$ cat config.mk
export PLATFORM = sky130hd
export DESIGN_NAME = spu_mc
export DESIGN_NICKNAME = d
export VERILOG_FILES = /design/src/rtl/spu_mc_pkg.sv /design/src/rtl/spu_trap_cmp.sv /design/src/rtl/spu_mc.sv
export SDC_FILE = /design/constraint.sdc
export NUM_CORES = 1
export LEC_CHECK = 0
export ABC_CLOCK_PERIOD_IN_PS = 3100
export CAP_MARGIN = 20
export CORE_MARGIN = 5
export CORE_UTILIZATION = 42
export CTS_BUF_LIST = sky130_fd_sc_hd__clkbuf_16
export CTS_CLUSTER_DIAMETER = 50
export DETAILED_ROUTE_END_ITERATION = 7
export DONT_BUFFER_PORTS = 1
export PLACE_DENSITY = 0.66
export RECOVER_POWER = 50
export SYNTH_ARGS = -nofsm -noshare
export SYNTH_HDL_FRONTEND = slang
export SYNTH_SLANG_ARGS = --single-unit
export TNS_END_PERCENT = 5
$ cat constraint.sdc
create_clock -name clk -period 3.1 [get_ports clk]
set_clock_uncertainty 0.1 [all_clocks]
set_input_delay 0.93 -clock clk [delete_from_list [all_inputs] [get_ports clk]]
set_output_delay 0.93 -clock clk [all_outputs]
set_load 0.1 [all_outputs]
$ cat src/rtl/spu_mc_pkg.sv
// Shared definitions for the multi-cycle special-purpose unit (spu_mc).
// Contents: operation codes, the trap exception code, the FSM state enum,
// the TLB op enum and small op-class helper functions.
package spu_mc_pkg;

  localparam int unsigned OP_W = 5;

  localparam logic [OP_W-1:0] OP_NOP   = 5'd0;
  localparam logic [OP_W-1:0] OP_MFC0  = 5'd1;
  localparam logic [OP_W-1:0] OP_MTC0  = 5'd2;
  localparam logic [OP_W-1:0] OP_TEQ   = 5'd3;
  localparam logic [OP_W-1:0] OP_TNE   = 5'd4;
  localparam logic [OP_W-1:0] OP_TLT   = 5'd5;
  localparam logic [OP_W-1:0] OP_TLTU  = 5'd6;
  localparam logic [OP_W-1:0] OP_TGE   = 5'd7;
  localparam logic [OP_W-1:0] OP_TGEU  = 5'd8;
  localparam logic [OP_W-1:0] OP_TEQI  = 5'd9;
  localparam logic [OP_W-1:0] OP_TNEI  = 5'd10;
  localparam logic [OP_W-1:0] OP_TLTI  = 5'd11;
  localparam logic [OP_W-1:0] OP_TLTIU = 5'd12;
  localparam logic [OP_W-1:0] OP_TGEI  = 5'd13;
  localparam logic [OP_W-1:0] OP_TGEIU = 5'd14;
  localparam logic [OP_W-1:0] OP_ERET  = 5'd15;
  // TLB ops are laid out so that op[1:0] is the tlb_op encoding.
  localparam logic [OP_W-1:0] OP_TLBP  = 5'd16;
  localparam logic [OP_W-1:0] OP_TLBR  = 5'd17;
  localparam logic [OP_W-1:0] OP_TLBWI = 5'd18;
  localparam logic [OP_W-1:0] OP_TLBWR = 5'd19;
  localparam logic [OP_W-1:0] OP_CACHE = 5'd20;

  localparam logic [4:0] EXC_TR = 5'h0D;

  typedef enum logic [2:0] {
    StIdle,
    StExec,
    StCp0Wait,
    StTlbWait,
    StCacheWait,
    StDrain
  } spu_state_t;

  typedef enum logic [1:0] {
    TlbP  = 2'd0,
    TlbR  = 2'd1,
    TlbWi = 2'd2,
    TlbWr = 2'd3
  } tlb_op_t;

  function automatic logic op_is_trap(input logic [OP_W-1:0] op);
    return (op >= OP_TEQ) && (op <= OP_TGEIU);
  endfunction

  function automatic logic op_is_tlb(input logic [OP_W-1:0] op);
    return (op >= OP_TLBP) && (op <= OP_TLBWR);
  endfunction

endpackage

$ cat src/rtl/spu_trap_cmp.sv
// Trap condition evaluator for the twelve trap forms.
// Ports: op_i (operation code), src1_i / src2_i (operands; src2_i already
// sign-extended for immediate forms), trap_hit_o (condition holds).
// Non-trap ops always give trap_hit_o = 0.
module spu_trap_cmp
  import spu_mc_pkg::*;
#(
  parameter int unsigned DATA_W = 32
) (
  input  logic [OP_W-1:0]   op_i,
  input  logic [DATA_W-1:0] src1_i,
  input  logic [DATA_W-1:0] src2_i,
  output logic              trap_hit_o
);

  logic eq;
  logic slt;
  logic ult;

  assign eq  = (src1_i == src2_i);
  assign slt = ($signed(src1_i) < $signed(src2_i));
  assign ult = (src1_i < src2_i);

  always_comb begin
    trap_hit_o = 1'b0;
    case (op_i)
      OP_TEQ,  OP_TEQI:  trap_hit_o = eq;
      OP_TNE,  OP_TNEI:  trap_hit_o = !eq;
      OP_TLT,  OP_TLTI:  trap_hit_o = slt;
      OP_TGE,  OP_TGEI:  trap_hit_o = !slt;
      OP_TLTU, OP_TLTIU: trap_hit_o = ult;
      OP_TGEU, OP_TGEIU: trap_hit_o = !ult;
      default:           trap_hit_o = 1'b0;
    endcase
  end

endmodule

$ cat src/rtl/spu_mc.sv
// Multi-cycle special-purpose execution unit.
// Executes MFC0/MTC0, trap forms, ERET, TLB ops and CACHE ops one at a time.
// Ports:
//   clk, reset (async, active low), flush
//   issue_*      : valid/allowin issue handshake plus latched op fields
//   data_paddr   : translated CACHE address, sampled at accept
//   cp0_*        : CP0 read/write strobes, address, data
//   tlb_* / cache_* : req/ack handshakes to MMU and cache
//   commit_*     : valid/ready result handshake from a single output register
module spu_mc
  import spu_mc_pkg::*;
#(
  parameter int unsigned DATA_W     = 32,
  parameter int unsigned ROB_IDX_W  = 4,
  parameter int unsigned PREG_W     = 6,
  parameter int unsigned CP0_ADDR_W = 8,
  parameter int unsigned PADDR_W    = 32,
  parameter int unsigned CP0_RD_LAT = 1
) (
  input  logic                  clk,
  input  logic                  reset,
  input  logic                  flush,
  input  logic                  issue_valid,
  output logic                  spu_allowin,
  input  logic [OP_W-1:0]       issue_op,
  input  logic [ROB_IDX_W-1:0]  issue_rob_entry,
  input  logic [PREG_W-1:0]     issue_phy_dest,
  input  logic [DATA_W-1:0]     issue_src1,
  input  logic [DATA_W-1:0]     issue_src2,
  input  logic [CP0_ADDR_W-1:0] issue_cp0_addr,
  input  logic [4:0]            issue_cache_op,
  input  logic [PADDR_W-1:0]    data_paddr,
  output logic                  cp0_we,
  output logic                  cp0_re,
  output logic [CP0_ADDR_W-1:0] cp0_addr,
  output logic [DATA_W-1:0]     cp0_wdata,
  input  logic [DATA_W-1:0]     cp0_rdata,
  output logic                  tlb_req,
  output logic [1:0]            tlb_op,
  input  logic                  tlb_ack,
  output logic                  cache_req,
  output logic [4:0]            cache_op,
  output logic [PADDR_W-1:0]    cache_addr,
  input  logic                  cache_ack,
  output logic                  commit_valid,
  input  logic                  commit_ready,
  output logic [ROB_IDX_W-1:0]  commit_rob_entry,
  output logic [3:0]            commit_rf_we,
  output logic [PREG_W-1:0]     commit_phy_dest,
  output logic [DATA_W-1:0]     commit_result,
  output logic                  commit_exc_valid,
  output logic [4:0]            commit_exc_code,
  output logic                  commit_is_eret
);

  localparam int unsigned CntW = (CP0_RD_LAT > 1) ? $clog2(CP0_RD_LAT) : 1;

  typedef struct packed {
    logic [OP_W-1:0]       op;
    logic [ROB_IDX_W-1:0]  rob;
    logic [PREG_W-1:0]     dest;
    logic [DATA_W-1:0]     src1;
    logic [DATA_W-1:0]     src2;
    logic [CP0_ADDR_W-1:0] cp0_addr;
    logic [4:0]            cache_op;
    logic [PADDR_W-1:0]    paddr;
  } stage_t;

  typedef struct packed {
    logic                 valid;
    logic [ROB_IDX_W-1:0] rob;
    logic [3:0]           rf_we;
    logic [PREG_W-1:0]    dest;
    logic [DATA_W-1:0]    result;
    logic                 exc_valid;
    logic [4:0]           exc_code;
    logic                 is_eret;
  } out_t;

  spu_state_t      state_q;
  stage_t          stg_q;
  out_t            out_q;
  out_t            out_d;
  logic [CntW-1:0] cnt_q;

  logic    accept;
  logic    trap_hit;
  logic    is_tlb;
  logic    is_cache;
  logic    req_phase;
  logic    ack_now;
  tlb_op_t tlb_sel;

  spu_trap_cmp #(
    .DATA_W(DATA_W)
  ) u_trap_cmp (
    .op_i      (stg_q.op),
    .src1_i    (stg_q.src1),
    .src2_i    (stg_q.src2),
    .trap_hit_o(trap_hit)
  );

  assign spu_allowin = (state_q == StIdle) && !out_q.valid;
  assign accept      = issue_valid && spu_allowin && !flush;

  assign is_tlb   = op_is_tlb(stg_q.op);
  assign is_cache = (stg_q.op == OP_CACHE);

  // The request is already raised in EXEC, so EXEC counts as part of the wait.
  assign req_phase = ((state_q == StExec) && (is_tlb || is_cache)) ||
                     (state_q == StTlbWait) || (state_q == StCacheWait) ||
                     (state_q == StDrain);
  assign ack_now   = (is_tlb && tlb_ack) || (is_cache && cache_ack);

  assign cp0_we    = (state_q == StExec) && (stg_q.op == OP_MTC0) && !flush;
  assign cp0_re    = (state_q == StExec) && (stg_q.op == OP_MFC0) && !flush;
  assign cp0_addr  = stg_q.cp0_addr;
  assign cp0_wdata = stg_q.src2;

  assign tlb_sel    = tlb_op_t'(stg_q.op[1:0]);
  assign tlb_req    = req_phase && is_tlb;
  assign tlb_op     = tlb_req ? tlb_sel : 2'b00;
  assign cache_req  = req_phase && is_cache;
  assign cache_op   = stg_q.cache_op;
  assign cache_addr = stg_q.paddr;

  // Result packet for whatever op is completing this cycle.
  always_comb begin
    out_d           = '0;
    out_d.valid     = 1'b1;
    out_d.rob       = stg_q.rob;
    out_d.dest      = stg_q.dest;
    out_d.is_eret   = (stg_q.op == OP_ERET);
    if (stg_q.op == OP_MFC0) begin
      out_d.rf_we  = 4'hF;
      out_d.result = cp0_rdata;
    end
    if (op_is_trap(stg_q.op) && trap_hit) begin
      out_d.exc_valid = 1'b1;
      out_d.exc_code  = EXC_TR;
    end
  end

  always_ff @(posedge clk or negedge reset) begin
    if (!reset) begin
      state_q <= StIdle;
      stg_q   <= '0;
      out_q   <= '0;
      cnt_q   <= '0;
    end else begin
      if (out_q.valid && commit_ready) begin
        out_q <= '0;
      end

      case (state_q)
        StIdle: begin
          if (accept) begin
            stg_q.op       <= issue_op;
            stg_q.rob      <= issue_rob_entry;
            stg_q.dest     <= issue_phy_dest;
            stg_q.src1     <= issue_src1;
            stg_q.src2     <= issue_src2;
            stg_q.cp0_addr <= issue_cp0_addr;
            stg_q.cache_op <= issue_cache_op;
            stg_q.paddr    <= data_paddr;
            state_q        <= StExec;
          end
        end

        StExec: begin
          if (flush) begin
            // An outstanding TLB/cache request must still be acknowledged.
            if ((is_tlb || is_cache) && !ack_now) begin
              state_q <= StDrain;
            end else begin
              state_q <= StIdle;
              stg_q   <= '0;
            end
          end else if (stg_q.op == OP_MFC0) begin
            cnt_q   <= CntW'(CP0_RD_LAT - 1);
            state_q <= StCp0Wait;
          end else if (is_tlb || is_cache) begin
            if (ack_now) begin
              out_q   <= out_d;
              state_q <= StIdle;
            end else begin
              state_q <= is_tlb ? StTlbWait : StCacheWait;
            end
          end else begin
            out_q   <= out_d;
            state_q <= StIdle;
          end
        end

        StCp0Wait: begin
          if (flush) begin
            state_q <= StIdle;
            stg_q   <= '0;
          end else if (cnt_q == '0) begin
            out_q   <= out_d;
            state_q <= StIdle;
          end else begin
            cnt_q <= cnt_q - 1'b1;
          end
        end

        StTlbWait, StCacheWait: begin
          if (ack_now) begin
            if (!flush) begin
              out_q <= out_d;
            end else begin
              stg_q <= '0;
            end
            state_q <= StIdle;
          end else if (flush) begin
            // Stage kept so req/op/addr stay stable until the ack.
            state_q <= StDrain;
          end
        end

        StDrain: begin
          if (ack_now) begin
            state_q <= StIdle;
            stg_q   <= '0;
          end
        end

        default: state_q <= StIdle;
      endcase

      if (flush) begin
        out_q <= '0;
      end
    end
  end

  assign commit_valid     = out_q.valid;
  assign commit_rob_entry = out_q.rob;
  assign commit_rf_we     = out_q.rf_we;
  assign commit_phy_dest  = out_q.dest;
  assign commit_result    = out_q.result;
  assign commit_exc_valid = out_q.exc_valid;
  assign commit_exc_code  = out_q.exc_code;
  assign commit_is_eret   = out_q.is_eret;

endmodule

### After elaboration in Yosys (flattened, before gate mapping)

Index checks and enable logic that the tools add are counted.

| storage, ports and cells | value |
|---|---|
| register bits | 182 |
| bits in latches | 0 |
| RAM bits | 0 |
| bits in read-only memories | 0 |
| input bits | 163 |
| output and inout bits | 138 |
| logic and storage cells | 135 |
| memories | 0 |

| cells by class | value |
|---|---|
| add/sub/neg operators | 1 |
| multiply operators | 0 |
| div/mod/pow operators | 0 |
| $lt $le $gt $ge | 6 |
| equality and inequality tests | 32 |
| shift operators | 0 |
| multiplexer cells | 37 |
| bitwise gates (word level) | 0 |
| reduce and logical (&&, ||, !) cells | 41 |

Operators with widths:

| kind | number |
|---|---|
| 124-bit two-way mux | 6 |
| 124-bit case mux with 5 select lines | 1 |
| 54-bit two-way mux | 6 |
| 54-bit case mux with 3 select lines | 1 |
| 32-bit less-than comparator | 2 |
| 5-bit by 4-bit equality test with 1-bit output (second input constant) | 8 |
| 3-bit two-way mux | 12 |
| 32-bit equality test | 1 |
| 32-bit two-way mux | 1 |
| 5-bit by 3-bit equality test with 1-bit output (second input constant) | 4 |
| 1-bit logical AND | 17 |
| 3-bit case mux with 5 select lines | 1 |
| 2-bit inequality test (second input constant) | 7 |
| 2-bit OR reduction | 7 |
| 5-bit by 2-bit equality test with 1-bit output (second input constant) | 2 |
| 4-bit AND reduction | 2 |
| 3-bit by 2-bit equality test with 1-bit output (second input constant) | 2 |
| 3-bit equality test (second input constant) | 2 |
| 1-bit logical NOT | 6 |
| 6-bit two-way mux | 1 |
| 3-bit inequality test (second input constant) | 2 |
| 1-bit case mux with 6 select lines | 1 |
| 6-bit AND reduction | 1 |
| 5-bit by 1-bit equality test with 1-bit output (second input constant) | 1 |
| other kinds (16) | 23 |

### Logic depth before layout (Yosys ltp)

| depth | value |
|---|---|
| word-level depth | 10 |
| gate-level depth with buffers | 13 |
| depth with buffers taken out | 12 |

### By module

Synthesis repeated with hierarchy kept, for this count alone.

| unflattened totals | value |
|---|---|
| cells, all modules | 1018 |
| area, all modules | 9342.7 um^2 |

Modules (own cells, without submodules):

| module | instances | cells an instance | area an instance (um^2) | seq. area each (um^2) |
|---|---|---|---|---|
| spu_mc | 1 | 876 | 8328.0 | 4529.3 |
| spu_trap_cmp | 1 | 142 | 1014.7 | 0.0 |

### Worst setup path before layout

Ideal clock, no wire load.

| path | value |
|---|---|
| kind | register to output |
| start point | register state_q[2] |
| end point | output port tlb_op[0] |
| arrival | 3177 ps |
| data required time | 2070 ps |
| path slack | -1107 ps |
| cell stages (with the launch flop) | 6 |
| buffers on the path | 2 |
| path through | dfrtp_1 -> buf_2 -> buf_1 -> o21ai_0 -> nor2_1 -> and2_1 |

| between the ends | value |
|---|---|
| cells in the longest elaborated chain, start to end | 7 |
| elaborated cells between the ends (all ways) | 10 |
| classes of those cells | eq/ne (4); mux (1); reduce/logical (5) |

RTL lines:

| element | RTL line | RTL |
|---|---|---|
| from (decl) | spu_mc.sv:80 | `spu_state_t state_q;` |
| from (signal assigned) | spu_mc.sv:146 | `state_q <= StIdle;` |
| from (signal assigned) | spu_mc.sv:166 | `state_q <= StExec;` |
| from (signal assigned) | spu_mc.sv:174 | `state_q <= StDrain;` |
| 3-bit by 1-bit equality test with 1-bit output | spu_mc.sv:110 | `assign req_phase = ((state_q == StExec) && (is_tlb \|\| is_cache)) \|\|` |
| 1-bit logical AND | spu_mc.sv:110 |  |
| 1-bit logical OR | spu_mc.sv:110 |  |
| 1-bit logical OR | spu_mc.sv:111 | `(state_q == StTlbWait) \|\| (state_q == StCacheWait) \|\|` |
| 1-bit logical OR * | spu_mc.sv:111 |  |
| 1-bit logical AND * | spu_mc.sv:121 | `assign tlb_req = req_phase && is_tlb;` |
| via tlb_req | spu_mc.sv:38 | `output logic tlb_req,` |
| 2-bit two-way mux * | spu_mc.sv:122 | `assign tlb_op = tlb_req ? tlb_sel : 2'b00;` |
| to (decl) | spu_mc.sv:39 | `output logic [1:0] tlb_op,` |

The timed path passes the listed nets; every way through them passes the cells marked *.

### Final worst setup path

| path | value |
|---|---|
| start point | register stg_q[119] in the netlist's numbering |
| end point | output port cache_req |

| between the ends | value |
|---|---|
| cells in the longest elaborated chain, start to end | 8 |
| elaborated cells between the ends (all ways) | 10 |
| classes of those cells | order compare (2); eq/ne (1); reduce/logical (7) |

RTL lines:

| element | RTL line | RTL |
|---|---|---|
| from (decl) | spu_mc.sv:81 | `stage_t stg_q;` |
| 5-bit >= comparator / 5-bit less-or-equal comparator (equally long branches) | spu_mc_pkg.sv:54 | `return (op >= OP_TLBP) && (op <= OP_TLBWR);` |
| 1-bit logical AND | spu_mc_pkg.sv:54 |  |
| 1-bit logical OR | spu_mc.sv:110 |  |
| 1-bit logical AND | spu_mc.sv:110 |  |
| 1-bit logical OR | spu_mc.sv:110 |  |
| 1-bit logical OR (2 in a row) | spu_mc.sv:111 |  |
| 1-bit logical AND * | spu_mc.sv:123 | `assign cache_req = req_phase && is_cache;` |
| to (decl) | spu_mc.sv:41 | `output logic cache_req,` |

Mark *: on every way between the ends. The rest lies on a longest branch, timed or not.

==> out/results.tsv <==
metric	value	unit
Setup crit start kind	flip-flop	
P&R area growth vs syn	6.98	%
Vias	6526	
top-count cell post-synth	nand2_1	
fin crit share	0.960	
post-route ant nets	0	
cts bufs inserted	17	
syn nets	1206	
final worst slack	0.123	ns
Most used DFF post-synth	dfrtp_1	
Crit. Startpoint	stg_q[119]	
Slew headroom	0.137	
total negative setup slack	0	ns
first-pass GRT wire length	35300	µm
met3 WL	2260	µm
initial antenna violation count	0	
Detailed Route WL	22200	µm
Initial Utilization	0.427	
Final nets	1158	
layout cell share with drive strength beyond 1	0.0963	
Initial DRT Pass Iterations	4	
DR WL met2	10400	µm
data required time at the worst endpoint	2.07	ns
Leakage	4.37	nW
reg2reg path depth	12	
Mapped Area	9010	µm²
reg2reg setup slack	0.13	ns
Syn Area/Cell	8.91	µm²
Placement Rows	53	
critical path class	reg -> out	
CP endpoint kind	primary output	
cells taking the most area after synthesis	dfrtp_1 (50%), nand2_1 (11%), o21ai_0 (7.6%), buf_4 (6.7%), ha_1 (4.4%)	
ANT cells	0	
DRC	0	
peak supply drop	0.000661	V
Hold Buf Count CTS	0	
R2R Path Start	cp0_wdata[10]	
Netlist cell types	54	
r2r endpoint	commit_exc_code[3]	
largest net degree at the start of global routing	182	
Die H	156	µm
Final Total Pwr	11.8	mW
top cells by count, synth	nand2_1 (276), dfrtp_1 (181), o21ai_0 (137), buf_4 (80), a21oi_1 (41)	
max cap viols	0	
GPL Wtd Cong	0.846	
Yosys top cell area share	0.503	
Pins Over Slew Limit	0	
IO buf count	0	
dpl hpwl	15900	µm
# setup viols final	0	
remaining global-route overflow	0	
EDFF count, synth	0	
Post-synth ARST share	1.00	
Storage cell area	4530	µm²
met1 WL	9320	µm
worst-path fanout max	5	
f_max	336	MHz
Die W	156	µm
RSZ-0062 raised after global routing	true	
crit path DAT	1.95	ns
Placement Setup Slack	-0.107	ns
Clock Pin Slew Worst Setup and Hold Paths	0.08	ns
HP Class	in -> async	
# clock sinks	181	
GRT Total Usage	0.179	
Yosys reg bits	181	
status	complete, no violations	
Power Density	1220	nW/µm²
post-layout min period	2.98	ns
H-tree depth	4	
vias per inst	5.22	
Hold Fails Final Rpt	0	
CTS tree	done	
Iter 0 DRT Violations	404	
Mapped Cells	1011	
cell taking the most area after synthesis	dfrtp_1	
Multi-input gate area	3560	µm²
Clock Latency Late Sink	0.43	ns
uppermost layer routed	met4	
CTS root buffer	clkbuf_16	
Yosys warning count	0	
Die ar.	24500	µm²
clock tree buffer depth	2	
post-synthesis sequential area ratio	0.503	
core box area	21100	µm²
vias in the first global route	6588	
routed len/inst	17.7	µm
fill count	2052	
Slew @ Worst Pin	1.30	ns
I/O pin count	301	
[worst max-delay path by stage]
stage	end	slack [ns]
after floorplan	cp0_we	-0.14
after global placement	commit_exc_code[3]	0.06
after detailed placement	commit_exc_code[0]	-0.11
after CTS	commit_exc_code[3]	0.02
after global routing	commit_exc_code[2]	-0.07
final	cache_req	0.12
[sequential cells by signal, summed over array words and instances, names as in the netlist]
signal,flops
stg_q,37
cache_addr,32
commit_result,32
cp0_wdata,32
out_d,10
cp0_addr,8
commit_phy_dest,6
cache_op,5
commit_exc_code,5
commit_rf_we,4
commit_rob_entry,4
state_q,3
commit_exc_valid,1
commit_is_eret,1
commit_valid,1
[metal layers]
metal  GRT usage  up-vias
li1            -     3208
met1       0.235     3062
met2       0.290      240
met3      0.0653       16
met4      0.0364        0
met5           0        -
[critical path, stage by stage, from the launching register on]
cell and delay, ns:
dfrtp_1 0.40, nor4b_2 0.38, and2_2 0.26, inv_1 0.09
nor2_2 0.10, buf_4 0.30
[kinds of logic (layout without fill, tap and decap cells)]
| family | Yosys count | count (layout) | synth area share |
|---|---|---|---|
| AO/OA/AOI/OAI | 246 | 246 | 0.162 |
| XOR/XNOR | 2 | 2 | 0.00194 |
| adder cells (fa/ha/maj) | 32 | 32 | 0.0444 |
| buffers and inverters | 174 | 139 | 0.110 |
| flip-flops | 181 | 181 | 0.503 |
| multiplexers | 1 | 1 | 0.00111 |
| AND/OR/NAND/NOR | 375 | 375 | 0.179 |
[per-stage QoR]
step	util	cell area [µm²]	cells	hold WS, ns
floorplan	-	9020	1011	0.349
global placement	0.433	9140	1216	0.361
detailed placement	0.433	9140	1216	0.371
CTS	0.462	9740	1248	0.0775
global route	0.457	9640	1251	0.0581
finish	0.457	9640	1251	0.0965
[cells in the final DEF, fill, tap and decap left out, types with 3 or more instances in the layout]
master | synthesis | routed
nand2_1 | 276 | 275
dfrtp_1 | 181 | 180
o21ai_0 | 137 | 135
a21oi_1 | 41 | 41
inv_1 | 36 | 36
a22o_1 | 31 | 31
ha_1 | 32 | 31
clkbuf_1 | 34 | 31
nand3_1 | 26 | 26
nor2_1 | 26 | 23
buf_4 | 80 | 22
clkbuf_16 | 0 | 17
clkbuf_2 | 0 | 10
buf_12 | 0 | 8
o21ai_1 | 5 | 7
nand2b_1 | 6 | 6
nand4_1 | 6 | 6
and2_1 | 7 | 5
nor3_1 | 7 | 5
a21o_1 | 5 | 5
nand3b_1 | 4 | 4
inv_6 | 0 | 4
and2_2 | 1 | 3
o21a_1 | 3 | 3
a211oi_1 | 3 | 3
nor3_2 | 1 | 3
nor2b_1 | 3 | 3
clkinv_4 | 0 | 3
clkinv_8 | 0 | 3
inv_8 | 0 | 3
[where the power goes]
group	switching [mW]	total [mW]	internal, mW
clock network	1.06	2.13	1.08
logic	3.77	5.15	1.38
registers	1.66	4.53	2.87
[layout make-up]
| type | count | area share |
|---|---|---|
| repair buffers | 71 | 0.0510 |
| inverters | 36 | 0.0140 |
| clock buffers | 17 | 0.0441 |
| multi-input cells | 656 | 0.369 |
| clock inverters | 15 | 0.0162 |
| well taps | 275 | 0.0357 |
| flip-flops and latches | 181 | 0.470 |
[what timing repair did]
item                                    4_1_cts  5_1_grt
pin swaps                                     1       11
resized for setup                             4        5
buffers inserted                              0        3
endpoints found under the setup margin        3        5
(Power assumes the default switching activity.)
